==> src/rtl/ni_inject.sv <==
// Network-interface packet injector: builds head/body/tail flits and gates them on per-VC credits (NI_SRCID_EN puts source coords in the head).
// Latency: request accepted in cycle T puts the head on the registered outputs in T+2; each later flit follows its issue decision by one cycle.
// Backpressure: req_ready only while idle; a VC with zero credit stalls head/body issue and holds pld_ready low.
module ni_inject #(
    parameter int DATAW    = 32,
    parameter int ARRAYW   = 3,
    parameter int VCHW     = 2,
    parameter int BUFDEPTH = 4
) (
    input  logic              clk,
    input  logic              rst_,
    input  logic [ARRAYW-1:0] my_xpos,
    input  logic [ARRAYW-1:0] my_ypos,
    input  logic              req_valid,
    output logic              req_ready,
    input  logic [ARRAYW-1:0] req_dst_x,
    input  logic [ARRAYW-1:0] req_dst_y,
    input  logic [VCHW-1:0]   req_vch,
    input  logic [3:0]        req_len,
    input  logic              pld_valid,
    input  logic [DATAW-1:0]  pld_data,
    output logic              pld_ready,
    output logic              o_valid,
    output logic [DATAW-1:0]  o_data,
    output logic [1:0]        o_type,
    output logic [VCHW-1:0]   o_vch,
    input  logic              i_credit,
    input  logic [VCHW-1:0]   i_credit_vch
);
    localparam int NVC = 1 << VCHW;
    localparam int CW  = $clog2(BUFDEPTH + 1);

    localparam logic [1:0] T_BODY = 2'b00;
    localparam logic [1:0] T_HEAD = 2'b01;
    localparam logic [1:0] T_TAIL = 2'b10;
    localparam logic [1:0] T_HT   = 2'b11;

    typedef enum logic [1:0] {IDLE, HEAD, BODY} state_t;

    typedef struct packed {
        logic [ARRAYW-1:0] src_y;
        logic [ARRAYW-1:0] src_x;
        logic [ARRAYW-1:0] dst_y;
        logic [ARRAYW-1:0] dst_x;
    } hdr_t;

    state_t            state, state_nxt;
    logic [ARRAYW-1:0] dst_x, dst_y, src_x, src_y;
    logic [VCHW-1:0]   vch;
    logic [3:0]        len, cnt;
    logic [CW-1:0]     credit [NVC];
    logic [NVC-1:0]    take, give;
    logic              accept, has_credit, issue;
    logic [DATAW-1:0]  flit_dat;
    logic [1:0]        flit_type;
    hdr_t              hdr;

`ifdef NI_SRCID_EN
    assign src_x = my_xpos;
    assign src_y = my_ypos;
`else
    assign src_x = '0;
    assign src_y = '0;
    logic unused_pos;
    assign unused_pos = ^{my_xpos, my_ypos};
`endif

    assign hdr        = '{src_y: src_y, src_x: src_x, dst_y: dst_y, dst_x: dst_x};
    assign req_ready  = (state == IDLE);
    assign accept     = req_valid && req_ready;
    assign has_credit = (credit[vch] != '0);

    always_comb begin
        state_nxt = state;
        issue     = 1'b0;
        pld_ready = 1'b0;
        flit_dat  = '0;
        flit_type = T_BODY;
        case (state)
            IDLE: if (req_valid) state_nxt = HEAD;
            HEAD: begin
                if (has_credit) begin
                    issue    = 1'b1;
                    flit_dat = DATAW'(hdr);
                    if (len == 4'd0) begin
                        flit_type = T_HT;
                        state_nxt = IDLE;
                    end else begin
                        flit_type = T_HEAD;
                        state_nxt = BODY;
                    end
                end
            end
            BODY: begin
                pld_ready = has_credit;
                if (has_credit && pld_valid) begin
                    issue    = 1'b1;
                    flit_dat = pld_data;
                    // cnt holds body flits already sent, so len-1 marks the last one
                    if (cnt == len - 4'd1) begin
                        flit_type = T_TAIL;
                        state_nxt = IDLE;
                    end
                end
            end
            default: state_nxt = IDLE;
        endcase
    end

    always_comb begin
        for (int v = 0; v < NVC; v++) begin
            take[v] = issue && (vch == VCHW'(v));
            give[v] = i_credit && (i_credit_vch == VCHW'(v));
        end
    end

    always_ff @(posedge clk) begin
        if (!rst_) begin
            state <= IDLE;
            dst_x <= '0;
            dst_y <= '0;
            vch   <= '0;
            len   <= '0;
            cnt   <= '0;
        end else begin
            state <= state_nxt;
            if (accept) begin
                dst_x <= req_dst_x;
                dst_y <= req_dst_y;
                vch   <= req_vch;
                len   <= req_len;
                cnt   <= '0;
            end else if (issue && state == BODY) begin
                cnt <= cnt + 4'd1;
            end
        end
    end

    // A return and an issue on the same VC cancel; returns saturate at BUFDEPTH
    always_ff @(posedge clk) begin
        for (int v = 0; v < NVC; v++) begin
            if (!rst_)
                credit[v] <= CW'(BUFDEPTH);
            else if (give[v] && !take[v] && credit[v] != CW'(BUFDEPTH))
                credit[v] <= credit[v] + CW'(1);
            else if (take[v] && !give[v])
                credit[v] <= credit[v] - CW'(1);
        end
    end

    always_ff @(posedge clk) begin
        if (!rst_) begin
            o_valid <= 1'b0;
            o_data  <= '0;
            o_type  <= '0;
            o_vch   <= '0;
        end else begin
            o_valid <= issue;
            o_data  <= flit_dat;
            o_type  <= flit_type;
            o_vch   <= issue ? vch : '0;
        end
    end
endmodule

==> config.mk <==
export PLATFORM = sky130hd
export DESIGN_NAME = ni_inject
export DESIGN_NICKNAME = d
export VERILOG_FILES = /design/src/rtl/ni_inject.sv
export SDC_FILE = /design/constraint.sdc
export NUM_CORES = 1
export LEC_CHECK = 0
export CAP_MARGIN = 5
export CORE_MARGIN = 3
export CORE_UTILIZATION = 40
export DETAILED_ROUTE_END_ITERATION = 6
export PLACE_DENSITY = 0.82
export SETUP_SLACK_MARGIN = 0.05
export SLEW_MARGIN = 20
export SYNTH_ARGS = -nofsm -noshare
export SYNTH_HDL_FRONTEND = slang
export SYNTH_SLANG_ARGS = --single-unit
==> constraint.sdc <==
create_clock -name clk -period 5.1 [get_ports clk]
set_clock_uncertainty 0.1 [all_clocks]
set_input_delay 0.51 -clock clk [delete_from_list [all_inputs] [get_ports clk]]
set_output_delay 0.51 -clock clk [all_outputs]
set_load 0.01 [all_outputs]
* Word level (Yosys, flattened, before mapping)
Memory sizes are Yosys's and may differ from the RTL's. A register that Yosys moved wholly into a read port is not among the register bits.
Cells that the tools add are included.
** Storage, ports and cells
- Memory bits (read-only) :: 0
- Bits in latches :: 0
- RAM bits :: 12
- Input bits :: 57
- Register bits after elaboration :: 55
- Memories kept :: 1
- Output and inout port bits :: 39
- Word-level logic and storage cells :: 143
** Operators by class
- Magnitude comparators :: 0
- Div/mod/pow operators :: 0
- Bitwise gates (word level) :: 9
- Multiply operators :: 0
- $add $sub $neg :: 10
- Reductions and logical operators :: 39
- Equal/unequal tests :: 17
- Muxes and demuxes :: 57
- Shift operators :: 0
** Memory list
- credit :: words 4, width 3, read ports 5, clocked after Yosys merged registers in 1, write ports 4, RTL line 51 : logic [CW-1:0] credit [NVC];
** Operator list (number)
- 32-bit case mux with 2 select lines :: 1
- 1-bit 2-to-1 mux :: 32
- 32-bit 2-to-1 mux :: 1
- 3-bit 2-to-1 mux :: 8
- 1-bit logical AND :: 23
- 2-bit 2-to-1 mux :: 11
- 3-bit by 1-bit adder with 3-bit output, second input constant :: 4
- 3-bit inequality test, second input constant :: 4
- 3-bit by 1-bit subtractor with 3-bit output, second input constant :: 4
- 2-bit equality test, second input constant :: 5
- 1-bit zero test :: 8
- 2-bit inequality test, second input constant :: 4
- 1-bit bitwise OR :: 8
- 2-bit by 1-bit equality test with 1-bit output, second input constant :: 3
- 2-bit zero test :: 3
- 6-bit 2-to-1 mux :: 1
- 2-bit case mux with 3 select lines :: 1
- 4-bit by 1-bit adder with 4-bit output, second input constant :: 1
- 4-bit equality test :: 1
- 4-bit zero test :: 1
- 2-bit case mux with 2 select lines :: 1
- 4-bit AND reduction :: 1
- 4-bit by 1-bit subtractor with 4-bit output, second input constant :: 1
- 3-bit nonzero test :: 1
- 4 further kinds :: 4

* Logic depth before layout (Yosys ltp)
Gate-level depths: netlist of run 1.
- Depth after elaboration :: 13
- Mapped depth :: 10
- Mapped depth without buffers :: 10

* Least setup slack after synthesis of run 1
No wires, ideal clock.
- Path type :: input-to-reg
- Start point :: input rst_
- End point :: memory credit[2][2] (netlist bit), data pin
- Setup time :: 0.278 ns
- Slack :: 2.480 ns
- Path buffers :: 1
- Data arrival time :: 2.242 ns
- Required time :: 4.722 ns
- Cell stages on the path :: 8
- Cell sequence :: clkbuf_1 > clkinv_1 > a211oi_2 > nand3_1 > fa_1 > xor2_1 > nor3b_1 > o21ai_0
** RTL lines
- from (decl) :: RTL line 11 : input logic rst_,
- to (decl) :: RTL line 51

==> results of run 1 <==
final timing paths:
check | startpoint | to | slack (ns) | cells past startpoint
worst max-delay path | credit[1][0] | pld_ready | 2.09 | 5
worst min-delay path | dst_x[1] | dst_x[1] | 0.35 | 2
worst max register to register | state[0] | credit[2][2] | 2.12 | 10
worst min register to register | dst_x[1] | dst_x[1] | 0.35 | 2
power breakdown:
group	switching [W]	total, W	internal [W]
logic	0.000154	0.000291	0.000136
registers	0.0000307	0.000620	0.000590
clock network	0.000219	0.000427	0.000208
routing by layer:
layer	wire, µm	track usage	up-vias
met5	0	0	-
met4	63	0.04332	0
met3	306	0.04728	6
met2	3612	0.2750	55
met1	3053	0.1928	1131
li1	-	-	1268
logic make-up after synthesis:
group                      Yosys count  synth area share
AOI/OAI and AO/OA                   55            0.1229
xor gates and xnor gates             8           0.02701
adders and majority gates           15           0.06288
buffers and inverters               27           0.03990
DFF                                 69            0.4837
muxes                                6           0.01935
and+or+nand+nor                    131            0.2443
through the flow:
stage	util	std cells	hold slack [ns]	setup WS (ns)	power (W)
6_report	0.5749	505	0.3543	2.093	0.001339
5_1_grt	0.5749	505	0.3889	1.745	0.001406
4_1_cts	0.5749	505	0.3593	2.094	0.001349
3_5_place_dp	0.5489	489	0.3484	1.805	0.0009209
3_3_place_gp	0.5489	489	0.3426	1.849	0.0009125
2_1_floorplan	-	311	0.3360	2.480	0.0008209
layout make-up:
class                           count  share of cell area
Timing Repair Buffer               91              0.2127
Clock buffer                       10             0.03496
Clock inverter                      6             0.01028
Tap cell                           99             0.02908
Multi-Input combinational cell    215              0.3472
Sequential cell                    69              0.3525
Inverter                           15             0.01322
Yosys cell counts, types with 2 or more instances:
master	instances	area share
a21oi_1	21	0.034
a22o_1	7	0.020
and2_1	30	0.060
and3_1	5	0.010
and3b_1	4	0.011
and4b_1	2	0.0064
buf_6	3	0.011
clkbuf_1	9	0.011
dfxtp_1	57	0.37
edfxtp_1	12	0.12
ha_1	14	0.056
inv_1	14	0.017
mux2i_1	6	0.019
nand2_1	39	0.047
nand3_1	9	0.015
nand3b_1	4	0.0097
nand4_1	4	0.0081
nor2_1	10	0.012
nor2b_1	2	0.0040
nor3_1	7	0.011
nor3b_1	3	0.0073
o211ai_2	2	0.0081
o21ai_0	7	0.011
o31ai_1	2	0.0048
o32ai_1	2	0.0056
or4_4	2	0.0073
or4b_4	2	0.0089
xnor2_1	2	0.0056
xor2_1	5	0.014
flip-flops by register name, indices dropped and copies added, names as in the netlist, named ones only:
| register | flops |
|---|---|
| state | 2 |
| dst_x | 3 |
| dst_y | 3 |
| o_vch | 2 |
| vch | 2 |
| o_data | 32 |
| cnt | 4 |
| len | 4 |
| credit | 12 |
| o_type | 2 |
| o_valid | 1 |
layout by cell type (no fill, tap or decap), types with 2 or more instances in the layout:
| cell type | count |
|---|---|
| a21oi_1 | 21 |
| a22o_1 | 7 |
| and2_1 | 30 |
| and3_1 | 5 |
| and3b_1 | 4 |
| and4b_1 | 2 |
| buf_4 | 2 |
| clkbuf_8 | 9 |
| clkdlybuf4s50_1 | 89 |
| clkinv_2 | 2 |
| dfxtp_1 | 57 |
| edfxtp_1 | 12 |
| ha_1 | 14 |
| inv_1 | 14 |
| inv_6 | 2 |
| mux2i_1 | 6 |
| nand2_1 | 39 |
| nand3_1 | 9 |
| nand3b_1 | 4 |
| nand4_1 | 4 |
| nor2_1 | 10 |
| nor2b_1 | 2 |
| nor3_1 | 7 |
| nor3b_1 | 3 |
| o211ai_2 | 2 |
| o21ai_0 | 7 |
| o31ai_1 | 2 |
| o32ai_1 | 2 |
| or4_4 | 2 |
| or4b_4 | 2 |
| xnor2_1 | 2 |
| xor2_1 | 5 |
critical path, stage by stage (launching register included):
cell	delay, ns
edfxtp_1	0.46
or4b_4	0.57
nand3b_1	0.20
nand2_1	0.13
and2_1	0.19
clkdlybuf4s50_1	0.50
==> run_results.csv, run 1 <==
group,metric,value,unit
status,status,"complete, no violations",
floorplan,die-area,8854,µm²
sta,min_period,3.007,ns
pwr,power.leakage,1.687,nW
sta,clock.fmax,0.3326,GHz
worst_setup_path,cp-start-kind,"flip-flop",
worst_setup_path,crit_type,"reg -> out",
sta,hold_viol,0,
layout,antennaDiodeCount,0,
worst_setup_path,critPathArrivalTime,2.40,ns
cts,numCtsBuffers,9,
synthesis,ys_types,54,
global_routing,grtUsageTotal,0.1595,
placement,port_buffers,89,
synthesis,synth.net_count,383,
floorplan,start_util,0.4190,
drt,drtPass1Iterations,5,
floorplan,io_pins,96,
placement,dpl-instance-area,4066,µm²
placement,place_hpwl,5313,µm
layout,area_delta_synth_final,37.20,%
cts,htree_num_levels,3,
cts,post_cts_buffers,0,
floorplan,chipWidth,94.10,µm
worst_hold_path,min_path_type,"reg -> reg",
global_routing,overflow,0,
synthesis,ys_ff_latch,69,
cts,cts.clk_slew.worst_paths,0.08,ns
cts,clock_latency,0.34,ns
cts,holdBufCountCts,0,
drt,wl_per_cell,13.93,µm
worst_setup_path,critical_path_required,4.49,ns
synthesis,syn_area,3104,µm²
cts,clockRootBuffer,"clkbuf_8",
synthesis,synth_seq_area_share,0.4837,
floorplan,fp-row-count,31,
cts,clock_path_buffers,2,
global_routing,antenna_found_initial,0,
pwr,power_density,314.3,nW/µm²
pwr,max-vdd-ir-drop,281.5,µV
floorplan,fp.coreArea,7408,µm²
sta,fin_setup_tns,0,ns
placement,gp_congestion,0.7762,
synthesis,ys.flop_type,"dfxtp_1",
drt,finalWirelength,7035,µm
worst_setup_path,cp_max_fo,4,
sta,grt_setup_unrepaired,"false",
layout,stdcell_area,4259,µm²
sta,maxSlewViolCount,0,
sta,max_slew_margin,0.5262,
layout,fin_nets,473,
global_routing,grt_pass1_wl,11180,µm
global_routing,grt_max_degree,33,
cts,cts_resized,0,
job,cap_viol_max_count,0,
synthesis,ys_async_sr_fraction,0,
global_routing,grt_pass1_vias,2372,
synthesis,syn_inst,311,
worst_setup_path,end_kind,"output pin",
drt,drc,0,
cts,clock-sinks,69,
sta,worst_pin_slew,0.7044,ns
drt,postRouteAntennaNets,0,
drt,vias_per_cell,4.871,
layout,drive_gt1_frac,0.07635,
synthesis,yosysWarningCount,0,
layout,multiInputGateArea,1479,µm²
sta,finalCritPeriodShare,0.5895,
synthesis,postSynthAreaPerCell,9.981,µm²
layout,fillers,611,
floorplan,die_h,94.10,µm
synthesis,synth-edff-count,12,
layout,ff_latch_area,1501,µm²
sta,setup_viol,0,
drt,vias,2460,
cts,cts_tree,"done",
drt,drtIter0Drc,146,
Note: power is estimated with default switching activity, not from simulation.
==> run 2: changes to the inputs <==
clock period = 3.1 ns   (was 5.1 ns; I/O delays follow)
==> run_results.csv, run 2 (synthesis results as in run 1) <==
group,metric,value,unit
sta,fin_setup_tns,0,ns
cts,clockRootBuffer,"clkbuf_8",
layout,layout_commonest_cell,"clkdlybuf4s50_1",
floorplan,die_h,94.10,µm
worst_setup_path,critical_path_required,2.69,ns
floorplan,io_pins,96,
placement,place_hpwl,5627,µm
drt,postRouteAntennaNets,0,
worst_setup_path,path_cells,"or4b_4 > nand3b_1 > nand2_1 > and2_1 > clkdlybuf4s50_1",
layout,top_register,"o_data",
worst_setup_path,crit_buf_inv,1,
layout,antennaDiodeCount,0,
sta,max_slew_margin,0.5273,
sta,worst_pin_slew,0.7027,ns
placement,dpl-instance-area,4074,µm²
pwr,p_clk_frac,0.323,
pwr,swShare,0.2984,
sta,grt_setup_unrepaired,"false",
worst_hold_path,min_path_type,"reg -> reg",
worst_setup_path,crit_family,"simple AND/OR/NAND/NOR gates",
pwr,max-vdd-ir-drop,298.8,µV
worst_setup_path,reg2reg_depth,10,
worst_hold_path,holdPathEnd,"dst_x[2]",
pwr,switchingPower,0.0006648,W
sta,setup_viol,0,
worst_hold_path,hold_depth,2,
sta,clock.fmax,0.3550,GHz
floorplan,start_util,0.4190,
layout,drive_gt1_frac,0.07862,
global_routing,grtUsageTotal,0.1688,
worst_setup_path,r2r-start,"state[0]",
cts,clock_latency,0.33,ns
worst_setup_path,ff2ff_setup_slack,0.47,ns
worst_setup_path,cp-start-kind,"flip-flop",
worst_setup_path,r2r_end,"credit[2][2]",
pwr,seqPwrFrac,0.458,
cts,cts_resized,0,
drt,drtPass1Iterations,4,
global_routing,antenna_found_initial,0,
global_routing,grt_pass1_wl,11710,µm
cts,htree_num_levels,3,
floorplan,die-area,8854,µm²
layout,largest_reg_flops,32,
placement,gp_congestion,0.7855,
layout,fin_nets,474,
worst_setup_path,critPathArrivalTime,2.41,ns
pwr,comb_power_share,0.219,
status,status,"complete, no violations",
drt,drtIter0Drc,128,
cts,clock-sinks,69,
layout,fin_util,0.5774,
job,cap_viol_max_count,0,
layout,area_delta_synth_final,37.81,%
worst_setup_path,crit_type,"reg -> out",
pwr,power.leakage,1.692,nW
sta,maxSlewViolCount,0,
drt,vias_per_cell,5.012,
layout,reg_top3,"o_data (32), credit (12)",
worst_setup_path,cp_max_fo,4,
worst_setup_path,end_kind,"output pin",
worst_setup_path,crit_start,"credit[1][2]",
worst_setup_path,crit_path_top_delay_cell,"or4b_4",
floorplan,chipWidth,94.10,µm
cts,holdBufCountCts,0,
cts,clock_path_buffers,2,
sta,min_period,2.817,ns
global_routing,grt_pass1_vias,2485,
cts,cts_tree,"done",
cts,post_cts_buffers,0,
global_routing,grt_max_degree,33,
layout,most-common-layout-cells,"clkdlybuf4s50_1 (89), dfxtp_1 (57), nand2_1 (39)",
cts,cts.clk_slew.worst_paths,0.08,ns
sta,hold_viol,0,
drt,vias,2536,
drt,finalWirelength,7450,µm
drt,wl_per_cell,14.72,µm
worst_hold_path,min_from,"dst_x[2]",
floorplan,fp-row-count,31,
global_routing,overflow,0,
sta,finalCritPeriodShare,0.9088,
layout,stdcell_area,4278,µm²
floorplan,fp.coreArea,7408,µm²
placement,port_buffers,89,
cts,numCtsBuffers,9,
pwr,power_density,520.9,nW/µm²
worst_setup_path,cpPeakStageDelay,0.59,ns
pwr,p_int,0.001563,W
drt,drc,0,
[run 2: cell count changes in the layout (fill, tap and decap cells not counted), sizes merged]
cell / change
buf: +1
clkbuf: +1
clkinv: -1
clkinvlp: +1
inv: -1
[run 2: worst reg2reg max path: cells and delay by family (launching register included)]
kind	cells	cell delay (ns)
compound gates	3	0.58
xor+xnor	1	0.19
simple gates	3	0.41
flops	1	0.34
buf+inv	1	0.09
fa+ha+maj	2	0.68
[run 2: per-layer routing]
metal  GRT usage  wire, µm  part of all wire
met5           0         0                 0
met4     0.06017       164             0.022
met3     0.03846       259             0.035
met2      0.2886      3943              0.53
met1      0.2071      3083              0.41
[run 2: how the worst max path moves through the flow]
stage                    to  cells after the start
3_5_place_dp   credit[2][2]                      9
3_3_place_gp   credit[2][2]                      9
4_1_cts           pld_ready                      5
6_report          pld_ready                      5
2_1_floorplan  credit[2][2]                     10
5_1_grt           pld_ready                      5
[run 2: power groups by stage]
stage	Combinational (W)	Clock (W)	Sequential, W
global route	0.000537	0.000778	0.00103
finish	0.000489	0.000719	0.00102
CTS	0.000488	0.000737	0.00102
global placement	0.000467	0	0.00104
floorplan	0.000326	0	0.00102
detailed placement	0.000483	0	0.00104
[run 2: area by class of cell]
class                      instances  area (µm²)
fill                             631        3131
sequential                        69        1501
multi-input combinational        215        1479
timing repair buffer              92       913.4
clock buffer                      11       162.7
tap                               99       123.9
inverter                          15       56.30
clock inverter                     5       41.29
[run 2: metrics by stage]
| step | instances | setup WS (ns) | hold WS, ns | total power (W) |
|---|---|---|---|---|
| after CTS | 506 | 0.2917 | 0.3633 | 0.002244 |
| after global routing | 506 | 0.1836 | 0.3988 | 0.002344 |
| final | 506 | 0.2828 | 0.3620 | 0.002228 |
| after detailed placement | 490 | 0.3508 | 0.3548 | 0.001523 |
| after floorplan | 311 | 0.5356 | 0.3317 | 0.001350 |
| after global placement | 490 | 0.4235 | 0.3451 | 0.001504 |
==> run 3: changes to the inputs <==
PLACE_DENSITY = 0.85   (was 0.82)
clock period = 2.26 ns   (was 3.1 ns; I/O delays follow)
==> run_results.csv, run 3 (synthesis results as in run 1) <==
group,metric,value,unit
sta,fin_setup_tns,-0.5616,ns
cts,clockRootBuffer,"clkbuf_8",
layout,largest_reg_flops,32,
sta,worst_pin_slew,0.5221,ns
sta,maxSlewViolCount,0,
cts,cts.clk_slew.worst_paths,0.07,ns
cts,numCtsBuffers,9,
cts,clock-sinks,69,
layout,reg_top3,"o_data (32), credit (12)",
worst_hold_path,hold_depth,3,
layout,stdcell_area,4697,µm²
global_routing,grt_pass1_wl,12850,µm
cts,clock_latency,0.35,ns
worst_setup_path,critical_path_required,2.25,ns
status,violations,"negative setup slack",
placement,port_buffers,89,
cts,htree_num_levels,3,
sta,setup_ws,-0.1234,ns
worst_hold_path,holdPathEnd,"dst_x[1]",
layout,area_delta_synth_final,51.31,%
drt,finalWirelength,8338,µm
layout,drive_gt1_frac,0.2127,
worst_setup_path,ff2ff_setup_slack,-0.12,ns
worst_setup_path,r2r-start,"credit[0][1]",
drt,drtIter0Drc,111,
drt,vias,2715,
floorplan,fp-row-count,31,
worst_setup_path,cp_max_fo,3,
floorplan,io_pins,96,
drt,postRouteAntennaNets,0,
placement,gp_congestion,0.8143,
sta,grt_setup_unrepaired,"true",
pwr,power_density,707.4,nW/µm²
sta,setup_viol,8,
placement,place_hpwl,6046,µm
floorplan,fp.coreArea,7408,µm²
layout,antennaDiodeCount,0,
worst_hold_path,min_from,"req_dst_x[1]",
job,cap_viol_max_count,0,
cts,clock_path_buffers,2,
worst_setup_path,r2r_end,"credit[2][0]",
sta,finalCritPeriodShare,1.055,
pwr,max-vdd-ir-drop,481.7,µV
worst_setup_path,crit_type,"reg -> reg",
placement,dpl-instance-area,4314,µm²
worst_hold_path,min_path_type,"in -> reg",
cts,cts_tree,"done",
sta,hold_viol,0,
status,status,"finished with violations",
floorplan,die_h,94.10,µm
sta,max_slew_margin,0.6511,
drt,drc,0,
worst_setup_path,cp-start-kind,"flip-flop",
global_routing,antenna_found_initial,0,
global_routing,grt_max_degree,33,
layout,top_register,"o_data",
layout,layout_commonest_cell,"clkdlybuf4s50_1",
sta,worst_hold_slack,0.3251,ns
drt,drtPass1Iterations,4,
layout,fin_util,0.6340,
layout,fin_nets,509,
floorplan,die-area,8854,µm²
global_routing,grtUsageTotal,0.1866,
global_routing,grt_pass1_vias,2796,
worst_setup_path,reg2reg_depth,7,
sta,min_period,2.383,ns
sta,clock.fmax,0.4196,GHz
drt,vias_per_cell,5.018,
worst_setup_path,critPathArrivalTime,2.38,ns
worst_setup_path,end_kind,"flip-flop",
global_routing,overflow,0,
layout,most-common-layout-cells,"clkdlybuf4s50_1 (88), dfxtp_1 (54), nand2_1 (37)",
floorplan,chipWidth,94.10,µm
worst_setup_path,crit_start,"credit[0][1]",
floorplan,start_util,0.4190,
pwr,power.leakage,1.870,nW
drt,wl_per_cell,15.41,µm
==> run 3: area by class of cell <==
cell class	instances	area [µm²]
well taps	99	123.9
inverters	15	56.30
fillers	552	2711
repair buffers	127	1179
multi-input cells	215	1635
flip-flops and latches	69	1505
clock buffers	10	127.6
clock inverters	6	70.07
==> run 3: worst max path at each step <==
stage | end | slack (ns) | cells after the start
floorplan | credit[2][2] | -0.08 | 10
global placement | credit[2][2] | -0.11 | 9
detailed placement | credit[2][2] | -0.22 | 9
CTS | credit[2][2] | -0.07 | 9
global route | credit[2][2] | -0.20 | 9
finish | credit[2][0] | -0.12 | 7
==> run 3: through the flow <==
step	setup WS [ns]	std cells	power [W]
2_1_floorplan	-0.07701	311	0.001901
3_3_place_gp	-0.1058	516	0.002208
3_5_place_dp	-0.2190	516	0.002243
4_1_cts	-0.07022	537	0.003289
5_1_grt	-0.2024	541	0.003472
6_report	-0.1234	541	0.003322
==> run 3: per-layer routing <==
layer / GRT usage / part of all wire / wire length [µm] / vias up
met2: 0.3400 / 0.56 / 4670 / 65
li1: - / - / - / 1343
met1: 0.2049 / 0.38 / 3181 / 1293
met3: 0.04728 / 0.037 / 312 / 14
met5: 0 / 0 / 0 / -
met4: 0.07461 / 0.021 / 173 / 0
==> run 3: timing repair <==
item	4_1_cts	5_1_grt
pin swaps	5	12
gates resized for setup	16	15
hold endpoints to repair	0	0
buffers inserted	5	4
hold buffers	0	0
endpoints found under the setup margin	14	27
gates cloned	0	0
==> run 3: power by group <==
part	internal [W]	switching, W	leakage (nW)
clock network	0.000518	0.000484	0.0974
logic	0.000457	0.000468	1.19
registers	0.00133	0.0000626	0.579
total	0.00231	0.00101	1.87
==> run 3: worst max-delay path, stage by stage (launching register included) <==
cell and delay, ns:
edfxtp_1 0.39, or4_4 0.55, buf_4 0.15, and3b_2 0.24
o211ai_4 0.22, mux2i_2 0.27, buf_4 0.17, nor3_1 0.05
